### config.mk
export PLATFORM = sky130hd
export DESIGN_NAME = sd_fifo_c
export DESIGN_NICKNAME = d
export VERILOG_FILES = /design/src/rtl/sd_fifo_c.sv
export SDC_FILE = /design/constraint.sdc
export NUM_CORES = 1
export LEC_CHECK = 0
export CORE_MARGIN = 10
export CORE_UTILIZATION = 65
export CTS_CLUSTER_DIAMETER = 150
export DETAILED_ROUTE_END_ITERATION = 8
export GPL_TIMING_DRIVEN = 0
export HOLD_SLACK_MARGIN = 0.12
export PLACE_DENSITY = 0.85
export SLEW_MARGIN = 40
export SYNTH_ARGS = -nofsm -noshare
export SYNTH_HDL_FRONTEND = slang
export SYNTH_SLANG_ARGS = --single-unit
### constraint.sdc
create_clock -name clk -period 10.05 [get_ports clk]
set_input_delay 2.01 -clock clk [delete_from_list [all_inputs] [get_ports clk]]
set_output_delay 2.01 -clock clk [all_outputs]
set_load 0.02 [all_outputs]
### src/rtl/sd_fifo_c.sv
// Single-clock FIFO with speculative writes: words stay invisible to the read side
// until c_commit publishes them; c_abort rewinds the write pointer to the last commit.
module sd_fifo_c #(
    parameter int width     = 8,
    parameter int depth     = 16,
    parameter int af_thresh = depth - 2,
    localparam int asz      = $clog2(depth + 1)
) (
    input  logic             clk,
    input  logic             reset,
    input  logic             c_srdy,
    output logic             c_drdy,
    input  logic [width-1:0] c_data,
    input  logic             c_commit,
    input  logic             c_abort,
    output logic             p_srdy,
    input  logic             p_drdy,
    output logic [width-1:0] p_data,
    output logic [asz:0]     usage,
    output logic             almost_full
);

    localparam int pw = $clog2(depth);
    localparam logic [pw-1:0]  PTR_MAX = pw'(depth - 1);
    localparam logic [asz-1:0] DEPTH_C = asz'(depth);
    localparam logic [asz-1:0] AF_C    = asz'(af_thresh);

    logic [width-1:0] mem_r [depth];
    logic [width-1:0] p_data_r;
    logic [pw-1:0]    wr_tmp_r, wr_com_r, rd_r;
    logic [pw-1:0]    wr_tmp_nxt_s, wr_com_nxt_s, rd_nxt_s, wr_tmp_inc_s;
    logic [asz-1:0]   com_cnt_r, unc_cnt_r;
    logic [asz-1:0]   com_cnt_nxt_s, unc_cnt_nxt_s, unc_post_s, mem_cnt_s, load_dec_s;
    logic             p_srdy_r, p_srdy_nxt_s;
    logic             wr_en_s, out_xfer_s, load_s;

    function automatic logic [pw-1:0] ptr_inc(input logic [pw-1:0] ptr);
        if (ptr == PTR_MAX) begin
            ptr_inc = {pw{1'b0}};
        end else begin
            ptr_inc = ptr + pw'(1'b1);
        end
    endfunction

    assign mem_cnt_s   = com_cnt_r + unc_cnt_r;
    assign c_drdy      = (mem_cnt_s < DEPTH_C);
    assign wr_en_s     = c_srdy & c_drdy;
    assign out_xfer_s  = p_srdy_r & p_drdy;
    // Prefetch only from committed entries, so speculative data never reaches p_data.
    assign load_s      = (~p_srdy_r | out_xfer_s) & (com_cnt_r != {asz{1'b0}});
    assign load_dec_s  = {{(asz-1){1'b0}}, load_s};
    assign p_srdy      = p_srdy_r;
    assign p_data      = p_data_r;
    assign usage       = {1'b0, mem_cnt_s} + {{asz{1'b0}}, p_srdy_r};
    assign almost_full = (mem_cnt_s >= AF_C);

    // Next-state for pointers, counters and output valid; abort takes priority over commit.
    always_comb begin
        wr_tmp_inc_s  = wr_en_s ? ptr_inc(wr_tmp_r) : wr_tmp_r;
        unc_post_s    = unc_cnt_r + {{(asz-1){1'b0}}, wr_en_s};
        wr_tmp_nxt_s  = wr_tmp_inc_s;
        wr_com_nxt_s  = wr_com_r;
        unc_cnt_nxt_s = unc_post_s;
        com_cnt_nxt_s = com_cnt_r - load_dec_s;
        rd_nxt_s      = load_s ? ptr_inc(rd_r) : rd_r;
        p_srdy_nxt_s  = p_srdy_r;
        if (c_abort) begin
            wr_tmp_nxt_s  = wr_com_r;
            unc_cnt_nxt_s = {asz{1'b0}};
        end else if (c_commit) begin
            wr_com_nxt_s  = wr_tmp_inc_s;
            com_cnt_nxt_s = com_cnt_r + unc_post_s - load_dec_s;
            unc_cnt_nxt_s = {asz{1'b0}};
        end else begin
            wr_tmp_nxt_s  = wr_tmp_inc_s;
        end
        if (load_s) begin
            p_srdy_nxt_s = 1'b1;
        end else if (out_xfer_s) begin
            p_srdy_nxt_s = 1'b0;
        end else begin
            p_srdy_nxt_s = p_srdy_r;
        end
    end

    // Control state registers and the output data register.
    always_ff @(posedge clk or negedge reset) begin
        if (!reset) begin
            wr_tmp_r  <= {pw{1'b0}};
            wr_com_r  <= {pw{1'b0}};
            rd_r      <= {pw{1'b0}};
            com_cnt_r <= {asz{1'b0}};
            unc_cnt_r <= {asz{1'b0}};
            p_srdy_r  <= 1'b0;
            p_data_r  <= {width{1'b0}};
        end else begin
            wr_tmp_r  <= wr_tmp_nxt_s;
            wr_com_r  <= wr_com_nxt_s;
            rd_r      <= rd_nxt_s;
            com_cnt_r <= com_cnt_nxt_s;
            unc_cnt_r <= unc_cnt_nxt_s;
            p_srdy_r  <= p_srdy_nxt_s;
            if (load_s) begin
                p_data_r <= mem_r[rd_r];
            end
        end
    end

    // Storage array; contents are deliberately left unreset.
    always_ff @(posedge clk) begin
        if (wr_en_s) begin
            mem_r[wr_tmp_r] <= c_data;
        end
    end

endmodule

==> flow_metrics.env, run 1 <==
export IMPL_slew_violations=0
export IMPL_totalWireLength_mm=17.0
export IMPL_worst_slew_pin_slew_ns=0.857
export IMPL_netlist_area_um2=7080
export IMPL_cts_made_buffers=17
export IMPL_grt_max_degree=23
export IMPL_ys_ff_latch=159
export IMPL_crit_type="reg -> out"
export IMPL_drive_gt1_share_pct=19.2
export IMPL_die_h_um=124
export IMPL_synth_async_reset_ratio_pct=19.5
export IMPL_period_minus_slack_ns=5.37
export IMPL_worstSetupStartpointType="flop"
export IMPL_gp_congestion=0.882
export IMPL_ir_worst_vdd_v=0.000239
export IMPL_antenna_found_initial=0
export IMPL_finish_utilization_pct=76.3
export IMPL_setup_viol=0
export IMPL_die_area_um2=15500
export IMPL_grt_pass1_vias=4367
export IMPL_maxCapViolCount=0
export IMPL_nNetsFinal=520
export IMPL_rows=38
export IMPL_finalPower_uw=2420
export IMPL_wl_met1_mm=6.19
export IMPL_routed_top_layer="met4"
export IMPL_synth_distinct_cells=48
export IMPL_synth_top_area_share_pct=54.3
export IMPL_cp_end_kind="output port"
export IMPL_finalHoldViolations=0
export IMPL_ctsHtreeMaxLevel=4
export IMPL_route_detailed_drc=0
export IMPL_syn_inst=431
export IMPL_area_growth_pct=15.8
export IMPL_place_area_um2=7610
export IMPL_avgSynthCellArea_um2=16.4
export IMPL_drt_iter0_drc=633
export IMPL_period_share_pct=53.4
export IMPL_clockBufferDepth=2
export IMPL_cts_root_buf="clkbuf_8"
export IMPL_finalInstanceArea_um2=8200
export IMPL_synth_area_leaders="edfxtp_1 (54%), dfrtp_1 (11%), mux4_2 (10%), ha_1 (3.9%), a221oi_2 (1.7%)"
export IMPL_yosysWarningCount=0
export IMPL_overflow=0
export IMPL_leakage_uw=0.00295
export IMPL_synth_main_ff_cell="edfxtp_1"
export IMPL_max_freq_mhz=186
export IMPL_met3_length_mm=1.22
export IMPL_core_area_um2=10700
export IMPL_place_ws_ns=4.59
export IMPL_worstPathRequired_ns=8.04
export IMPL_synth_edf_count=128
export IMPL_clk_pin_slew_ns=0.07
export IMPL_cts_setup_buffers=0
export IMPL_hold_class="reg -> reg"
export IMPL_worstPathArrival_ns=3.36
export IMPL_rsz0062_at_grt="false"
export IMPL_drtAntennaViolNets=0
export IMPL_start_util_pct=65.9
export IMPL_routedWlPerCell_um=26.8
export IMPL_worst_slack_ns=4.68
export IMPL_diodes=0
export IMPL_grt_total_usage_pct=22.4
export IMPL_fp_dieW_um=124
export IMPL_fin_tns_setup_ns=0
export IMPL_run_status="finished clean"
export IMPL_r2r_setup_slack_ns=6.10
export IMPL_via_per_inst=6.71
export IMPL_critPathMaxFanout=6
export IMPL_ios=31
export IMPL_skew_ns=0.0132
export IMPL_final_fill_count=591
export IMPL_ys_seq_area_share_pct=65.2
export IMPL_cts_sinks=159
export IMPL_power_density_nw_per_um2=295
export IMPL_grt_pass1_wl_mm=26.5
export IMPL_portBuffers=30
export IMPL_post_cts_resized=0
export IMPL_dp_hpwl_mm=10.2
export IMPL_synth_area_leader_cell="edfxtp_1"
export IMPL_slew_headroom_pct=42.9
export IMPL_clk_latency_ns=0.54
export IMPL_vias=4261
export IMPL_wl_met2_mm=8.88
export IMPL_ctsHoldBuffers=0
export IMPL_first_pass_iters=5
export IMPL_tritoncts="done"
export IMPL_synth_fp_nets=469
critical path, cell delays in order (launching register included):
cell	delay, ns
dfrtp_1	0.42
ha_1	0.23
inv_1	0.07
fa_1	0.20
nor2b_1	0.07
o21a_4	0.22
or3_1	0.31
buf_2	0.16
and2_1	0.17
buf_6	0.12
xor2_1	0.20
clkdlybuf4s50_1	0.65
path summary, 6_finish.rpt:
path                               from           end  cells after the start
setup / recovery           com_cnt_r[0]      usage[4]                     11
hold / removal              wr_com_r[3]   wr_com_r[3]                      2
setup reg to reg           com_cnt_r[0]  com_cnt_r[4]                     18
hold reg to reg             wr_com_r[3]   wr_com_r[3]                      2
max in group asynchronous         reset     p_data[5]                      2
min in group asynchronous         reset  com_cnt_r[4]                      1
cells by family after synthesis:
| group | count (synthesis) | share of synthesized area [%] |
|---|---|---|
| multiplexers | 44 | 11.9 |
| flip-flops | 159 | 65.2 |
| AND/OR/NAND/NOR | 86 | 6.39 |
| adder cells (fa/ha/maj) | 24 | 4.45 |
| AO/OA/AOI/OAI | 57 | 6.91 |
| buffers and inverters | 46 | 3.09 |
| XOR/XNOR | 15 | 2.05 |
per-layer routing:
| metal | track usage [%] | up-vias |
|---|---|---|
| li1 | - | 1791 |
| met3 | 5.70 | 69 |
| met5 | 0 | - |
| met1 | 26.3 | 2146 |
| met2 | 38.0 | 255 |
| met4 | 10.1 | 0 |
state kept, by name (all words and copies together), names as in the netlist:
register,cells
p_srdy,1
mem_r,128
rd_r,4
p_data,8
wr_tmp_r,4
com_cnt_r,5
unc_cnt_r,5
wr_com_r,4
cell usage after synthesis, types with 7 or more instances:
cell type and number:
a21oi_1 16, a221oi_2 8, and4_1 12, buf_2 7, clkbuf_1 8, dfrtp_1 31, edfxtp_1 128, ha_1 22
inv_1 25, mux2i_1 10, mux4_2 32, nand2_1 12, nand3_1 11, nor2_1 29, xnor2_1 9
layout by cell type (no fill, tap or decap), types with 9 or more instances in the layout:
cell,n
clkdlybuf4s50_1,29
clkbuf_16,16
ha_1,22
xnor2_1,9
a21oi_1,15
dfrtp_1,31
inv_1,25
clkbuf_1,10
and4_1,12
mux2i_1,10
nor2_1,29
mux4_2,32
nand3_1,11
edfxtp_1,128
nand2_1,12
cell type report:
type	count	area [µm²]	share of cell area (%)
clock buffers	23	477	5.81
inverters	25	93.8	1.14
clock inverters	9	108	1.31
well taps	140	175	2.14
plain buffers	21	125	1.53
flip-flops and latches	159	4620	56.3
multi-input cells	226	2270	27.7
repair buffers	32	330	4.03
stage by stage:
stage | std cells | hold slack, ns
2_1_floorplan | 431 | 0.465
3_3_place_gp | 601 | 0.481
3_5_place_dp | 602 | 0.496
4_1_cts | 634 | 0.516
5_1_grt | 635 | 0.551
6_report | 635 | 0.533
where the power goes:
group	internal, µW	total (µW)	switching [µW]
registers	796	853	56.6
clock network	380	630	250
logic	406	938	532
Note: power is estimated with default switching activity, not from simulation.
==> run 2, diff against run 1 <==
--- a/config.mk
+++ b/config.mk
@@ -6,12 +6,12 @@
 export NUM_CORES = 1
 export LEC_CHECK = 0
 export CORE_MARGIN = 10
-export CORE_UTILIZATION = 65
+export CORE_UTILIZATION = 60
 export CTS_CLUSTER_DIAMETER = 150
 export DETAILED_ROUTE_END_ITERATION = 8
 export GPL_TIMING_DRIVEN = 0
 export HOLD_SLACK_MARGIN = 0.12
-export PLACE_DENSITY = 0.85
+export PLACE_DENSITY = 0.79
 export SLEW_MARGIN = 40
 export SYNTH_ARGS = -nofsm -noshare
 export SYNTH_HDL_FRONTEND = slang
==> constraint.sdc (replaced) <==
create_clock -name clk -period 5.55 [get_ports clk]
set_input_delay 1.11 -clock clk [delete_from_list [all_inputs] [get_ports clk]]
set_output_delay 1.11 -clock clk [all_outputs]
set_load 0.02 [all_outputs]
==> run 2 against run 1 <==
- global-route usage shrank 4.5 points
- power increased by 78%
- first-iteration DRC count shrank 32%
- sequential share of layout area rose by 0.16 points
- sequential power increased by 79%
- worst hold slack got worse by 0.015 ns
- critical path type unchanged
- largest cell class unchanged
- highest routed layer unchanged
==> flow_metrics.env, run 2 (synthesized netlist as in run 1, its figures left out) <==
export IMPL_skew_ns=0.00461
export IMPL_grt_pass1_wl_mm=22.3
export IMPL_rows=39
export IMPL_cts_root_buf="clkbuf_16"
export IMPL_fin_tns_setup_ns=0
export IMPL_dp_hpwl_mm=9.48
export IMPL_path_cells="ha_1 > inv_1 > fa_1 > nor2b_1 > o21a_4 > or3_1 > buf_2 > and2_1 > buf_6 > xor2_1 > clkdlybuf4s50_1"
export IMPL_setup_viol=0
export IMPL_mostFrequentLayoutCell="edfxtp_1"
export IMPL_totalWireLength_mm=14.1
export IMPL_slew_headroom_pct=48.1
export IMPL_worst_slew_pin_slew_ns=0.779
export IMPL_worstPathRequired_ns=4.44
export IMPL_clockBufferDepth=2
export IMPL_worstSetupStartpointType="flop"
export IMPL_crit_type="reg -> out"
export IMPL_clk_pin_slew_ns=0.06
export IMPL_clk_latency_ns=0.42
export IMPL_seq_area_um2=4620
export IMPL_cts_made_buffers=17
export IMPL_die_h_um=129
export IMPL_layout_common_cells="edfxtp_1 (128), mux4_2 (32), dfrtp_1 (31), nor2_1 (29), clkdlybuf4s50_1 (29)"
export IMPL_finalHoldViolations=0
export IMPL_crit_slowest_cell="clkdlybuf4s50_1"
export IMPL_largest_register_ff_count=128
export IMPL_routedWlPerCell_um=22.2
export IMPL_vias=3923
export IMPL_run_status="finished clean"
export IMPL_multi_input_area_um2=2270
export IMPL_drt_iter0_drc=432
export IMPL_first_pass_iters=5
export IMPL_regMostFlops="mem_r"
export IMPL_core_area_um2=11500
export IMPL_fp_dieW_um=129
export IMPL_power_density_nw_per_um2=528
export IMPL_maxCapViolCount=0
export IMPL_grt_total_usage_pct=17.9
export IMPL_route_detailed_drc=0
export IMPL_finalPower_uw=4320
export IMPL_cts_sinks=159
export IMPL_drtAntennaViolNets=0
export IMPL_diodes=0
export IMPL_nNetsFinal=518
export IMPL_ir_worst_vdd_v=0.000396
export IMPL_drive_gt1_share_pct=18.5
export IMPL_grt_pass1_vias=3989
export IMPL_period_share_pct=77.8
export IMPL_ios=31
export IMPL_post_cts_resized=0
export IMPL_critPathMaxFanout=6
export IMPL_cts_setup_buffers=0
export IMPL_die_area_um2=16600
export IMPL_max_freq_mhz=232
export IMPL_grt_max_degree=32
export IMPL_worstPathArrival_ns=3.21
export IMPL_period_minus_slack_ns=4.32
export IMPL_slew_violations=0
export IMPL_via_per_inst=6.17
export IMPL_ctsHoldBuffers=0
export IMPL_rsz0062_at_grt="false"
export IMPL_area_growth_pct=15.5
export IMPL_slowest_delay_ns=0.63
export IMPL_final_fill_count=743
export IMPL_cp_end_kind="output port"
export IMPL_antenna_found_initial=0
export IMPL_ctsHtreeMaxLevel=4
export IMPL_overflow=0
export IMPL_portBuffers=30
export IMPL_gp_congestion=0.874
export IMPL_tritoncts="done"
export IMPL_start_util_pct=61.8
export IMPL_leakage_uw=0.00294
export IMPL_hold_class="reg -> reg"
-- run 2: power by group --
| part | internal, µW | switching (µW) | leakage [µW] |
|---|---|---|---|
| registers | 1440 | 86.9 | 0.00152 |
| clock network | 708 | 461 | 0.000293 |
| logic | 729 | 894 | 0.00113 |
-- run 2: final cells by class --
| class | instances | share of cell area, % |
|---|---|---|
| buffer | 21 | 1.53 |
| clock buffer | 18 | 5.25 |
| clock inverter | 14 | 1.99 |
| inverter | 25 | 1.15 |
| multi-input combinational | 226 | 27.8 |
| sequential | 159 | 56.5 |
| tap | 143 | 2.19 |
| timing repair buffer | 30 | 3.61 |
-- run 2: critical path: cells and delay by family (launching register included) --
kind	cells	cell delay [ns]
buffers and inverters	4	1.00
and+or+nand+nor	3	0.57
adders and majority gates	2	0.43
DFF	1	0.43
AOI/OAI and AO/OA	1	0.22
xor gates and xnor gates	1	0.15
-- run 2: metal layers --
| metal | vias up | wire length [µm] | global-route usage, % |
|---|---|---|---|
| li1 | 1785 | - | - |
| met1 | 1991 | 6200 | 24.6 |
| met2 | 118 | 6780 | 27.5 |
| met3 | 29 | 817 | 3.90 |
| met4 | 0 | 305 | 6.68 |
| met5 | - | 0 | 0 |
-- run 2: path summary, 6_finish.rpt --
| kind | endpoint | cells after the start | start | slack (ns) |
|---|---|---|---|---|
| min in group asynchronous | wr_com_r[2] | 1 | reset | 0.74 |
| hold / removal | wr_com_r[3] | 2 | wr_com_r[3] | 0.52 |
| hold reg to reg | wr_com_r[3] | 2 | wr_com_r[3] | 0.52 |
| setup reg to reg | com_cnt_r[4] | 18 | com_cnt_r[0] | 1.62 |
| setup / recovery | usage[4] | 11 | com_cnt_r[0] | 1.23 |
| max in group asynchronous | p_data[3] | 1 | reset | 4.34 |
-- run 2: through the flow --
step           utilization, %  instance area [µm²]  setup slack [ns]  hold WS (ns)  instances
5_1_grt                  71.3                 8180              1.09         0.541        636
3_3_place_gp             66.0                 7560              1.13         0.482        604
2_1_floorplan               -                 7080              2.02         0.465        431
4_1_cts                  71.3                 8180              1.20         0.520        636
3_5_place_dp             66.2                 7590              1.07         0.504        604
6_report                 71.3                 8180              1.23         0.519        636
==> run 3, diff against run 2 <==
==> constraint.sdc (replaced) <==
create_clock -name clk -period 4.5 [get_ports clk]
set_input_delay 0.9 -clock clk [delete_from_list [all_inputs] [get_ports clk]]
set_output_delay 0.9 -clock clk [all_outputs]
set_load 0.02 [all_outputs]
==> results of run 3 <==
The final DEF is identical to that of run 2. Status: finished clean.
Main changes from that run: setup slack after placement 1.07 ns -> 0.231 ns; setup slack after layout 1.23 ns -> 0.391 ns; register-to-register setup slack 1.62 ns -> 0.57 ns; total power 4320 µW -> 5330 µW; worst IR drop on VDD 0.000396 V -> 0.000488 V
==> variant 1: new RTL, settings of run 1 <==
Reset style: synchronous (`reset`), changed in one clocked block.
--- a/src/rtl/sd_fifo_c.sv
+++ b/src/rtl/sd_fifo_c.sv
@@ -85,5 +85,5 @@
 
     // Control state registers and the output data register.
-    always_ff @(posedge clk or negedge reset) begin
+    always_ff @(posedge clk) begin
         if (!reset) begin
             wr_tmp_r  <= {pw{1'b0}};
Behaviour: differs if reset is asserted again (counterexample within 4 cycles, from zero or initial values and one cycle with reset low); with reset held inactive, the same outputs for 4 cycles.
==> variant 1 against run 1 <==
Power decreased by 12%. Sequential cell count unchanged. Cell area decreased by 2.3%. Wire length decreased by 9.7%. Count of clock-buffer cells in the layout decreased by 6. Final cell count increased by 5.7%. Setup slack improved by 270 ps. Maximum frequency increased by 5.2%. Synthesized area decreased by 2.8%. Sequential power decreased by 7.2%. Critical endpoint unchanged. Highest routed layer unchanged.
==> variant 1: results (changes against run 1) <==
met3 usage 0.0456 (was 0.0570); mux cell area share after synthesis 0.110 (was 0.119); WL met1 6250 um (was 6190 um); Synth Area in Compound Gates 0.0698 (was 0.0691); status complete, no violations (unchanged); nets 560 (was 520); Via density 6.26 (was 6.71); largest net degree at the start of global routing 17 (was 23); max incr delay on CP 630 ps (was 650 ps); wirelength, routed 15400 um (was 17000 um); Hold Crit Start p_srdy (was wr_com_r[3]); reg-to-reg endpoint com_cnt_r[4] (unchanged); ratio of cells with drive above 1 in the final layout 0.136 (was 0.192); Synth top cells by count edfxtp_1, nand2_1, dfxtp_1 (was edfxtp_1, mux4_2, dfrtp_1); drt first pass iters 8 (was 5); via count 4201 (was 4261); CP arrival 3090 ps (was 3360 ps); Lkg Pwr 2.77 nW (was 2.95 nW); first-pass GRT wire length 24200 um (was 26500 um); Placed Instances 639 (was 602); sequential cell area fraction in the yosys report 0.648 (was 0.652); Cells after Synth 473 (was 431); All-Layer GR Usage 0.217 (was 0.224); post-synthesis xor/xnor area fraction 0.0214 (was 0.0205); met2 WL 7810 um (was 8880 um)
## variant 1: power by group
part           total (mW)  leakage [nW]  switching, mW  internal [mW]
Clock               0.714         0.318          0.261          0.453
Combinational       0.621          1.04          0.358          0.263
Sequential          0.792          1.41         0.0344          0.758
Total                2.13          2.77          0.653           1.47
## variant 1: metrics by stage
stage                     hold WS [ps]  area, um2  worst slack, ps   util
after floorplan                    496       6890             5390      -
final                              554       8010             4950  0.776
after global placement             508       7360             4770  0.713
after detailed placement           540       7360             4700  0.713
after global routing               575       8010             4770  0.776
after CTS                          553       8010             4930  0.776
## variant 1: cell type report
type,count,area share
Inverter,23,0.0108
Clock buffer,17,0.0517
Buffer,22,0.0133
Sequential cell,159,0.557
Timing Repair Buffer,30,0.0375
Multi-Input combinational cell,269,0.278
Clock inverter,15,0.0301
Tap cell,136,0.0212
==> variant 2: new RTL, flow settings as in run 1 <==
Made on the original files. `depth`: 16 -> 32.
--- a/src/rtl/sd_fifo_c.sv
+++ b/src/rtl/sd_fifo_c.sv
@@ -3,5 +3,5 @@
 module sd_fifo_c #(
     parameter int width     = 8,
-    parameter int depth     = 16,
+    parameter int depth     = 32,
     parameter int af_thresh = depth - 2,
     localparam int asz      = $clog2(depth + 1)
Interface: changed (resized usage); port bits go from 31 to 32. No check against the original RTL was run, so the function may have changed too.
==> variant 2 against run 1 <==
Power increased by 65%. Register-to-register slack got worse by 610 ps. Clock skew increased by 13 ps. Sequential cell count increased by 133. Synthesized area increased by 79%. Cell area increased by 73%. Setup slack got worse by 72 ps. Largest power group is now registers. Wire length increased by 73%.
==> variant 2: results (changes against run 1) <==
largest net degree at the start of global routing 33 (was 23); htree depth 1 (was 4); CP Max Fanout 10 (was 6); CP arrival 5920 ps (was 3360 ps); clk tree area frac 0.0676 (was 0.0712); Area contributors post-synth edfxtp_1, dfrtp_1, mux2i_1 (was edfxtp_1, dfrtp_1, mux4_2); status complete, no violations (unchanged); PortBufs 29 (was 30); first-pass GRT wire length 45500 um (was 26500 um); routability cong. 0.975 (was 0.882); fill cell count 1033 (was 591); R2R Path Start com_cnt_r[3] (was com_cnt_r[0]); Final non-clock buffer share 0.0414 (was 0.0555); asr flop ratio synth 0.123 (was 0.195); All-Layer GR Usage 0.226 (was 0.224); Clock Power Share 0.274 (was 0.260); beginning of the critical path c_srdy (was com_cnt_r[0]); ratio of cells with drive above 1 in the final layout 0.139 (was 0.192); DRT iter0 DRCs 873 (was 633); Die ar. 25500 um2 (was 15500 um2); Min Hold Slack 558 ps (was 533 ps); clock buf count 39 (was 23); nets 885 (was 520); vias in the first global route 7812 (was 4367); flop2flop setup slack 5490 ps (was 6100 ps); Net Sw Frac 0.335 (was 0.347); Post-synth EDFFs 256 (was 128); Slew headroom 0.501 (was 0.429); CTS buffer count 28 (was 17); clock buffer depth 3 (was 2); Sink Count 292 (was 159); multi-input logic area 3670 um2 (was 2270 um2); Worst Setup Path Type input pin to flop (was flop to output port); DP HPWL 18400 um (was 10200 um); maximum VDD drop 0.000197 V (was 0.000239 V); Setup Skew 26.6 ps (was 13.2 ps); sequential cell area fraction in the yosys report 0.678 (was 0.652); Pint 2.65 mW (was 1.58 mW); worst reg2reg path depth 17 (was 18); combinational gate power 1.40 mW (was 938 uW); Worst Hold Path EP wr_tmp_r[2] (was wr_com_r[3]); multi-input gates 419 (was 226); Hold Crit Start wr_com_r[2] (was wr_com_r[3]); Placed Instances 1071 (was 602); Post-DP Area 13300 um2 (was 7610 um2); Routed wire per std cell 26.2 um (was 26.8 um); reg-to-reg endpoint com_cnt_r[5] (was com_cnt_r[4]); Post-Syn Area per Cell 16.2 um2 (was 16.4 um2); root buf cell clkbuf_16 (was clkbuf_8); Synth top cells by count edfxtp_1, mux2i_1, and3_1 (was edfxtp_1, mux4_2, dfrtp_1); Cell variety after synth 57 (was 48); number of flip-flops in the largest register 256 (was 128); register cell area after layout 8590 um2 (was 4620 um2); syn nets 825 (was 469); nonclk buf count 75 (was 53); Lkg Pwr 5.16 nW (was 2.95 nW)
==> variant 2: cell count changes after synthesis, moves of 12 or more <==
cell	delta
and3_1	+35
mux2i_1	+55
nand4_1	+12
edfxtp_1	+128
a22oi_1	+16
==> variant 2: logic make-up after synthesis <==
| logic type | Yosys count | share of synthesized area |
|---|---|---|
| mux | 99 | 0.111 |
| simple gates | 147 | 0.0638 |
| xor+xnor | 19 | 0.0142 |
| fa+ha+maj | 30 | 0.0308 |
| flops | 292 | 0.678 |
| compound gates | 124 | 0.0694 |
| buf+inv | 70 | 0.0324 |
==> variant 2: routing by layer <==
layer	vias up	track usage	share of wire
met2	456	0.384	0.51
li1	3218	-	-
met3	83	0.0333	0.082
met5	-	0	0
met1	3860	0.288	0.37
met4	0	0.0889	0.037
==> variant 2: per-stage QoR <==
step,setup slack (ps),utilization
after floorplan,5440,-
after global placement,4310,0.701
after detailed placement,4120,0.700
after CTS,4640,0.750
after global routing,4260,0.750
final,4610,0.750
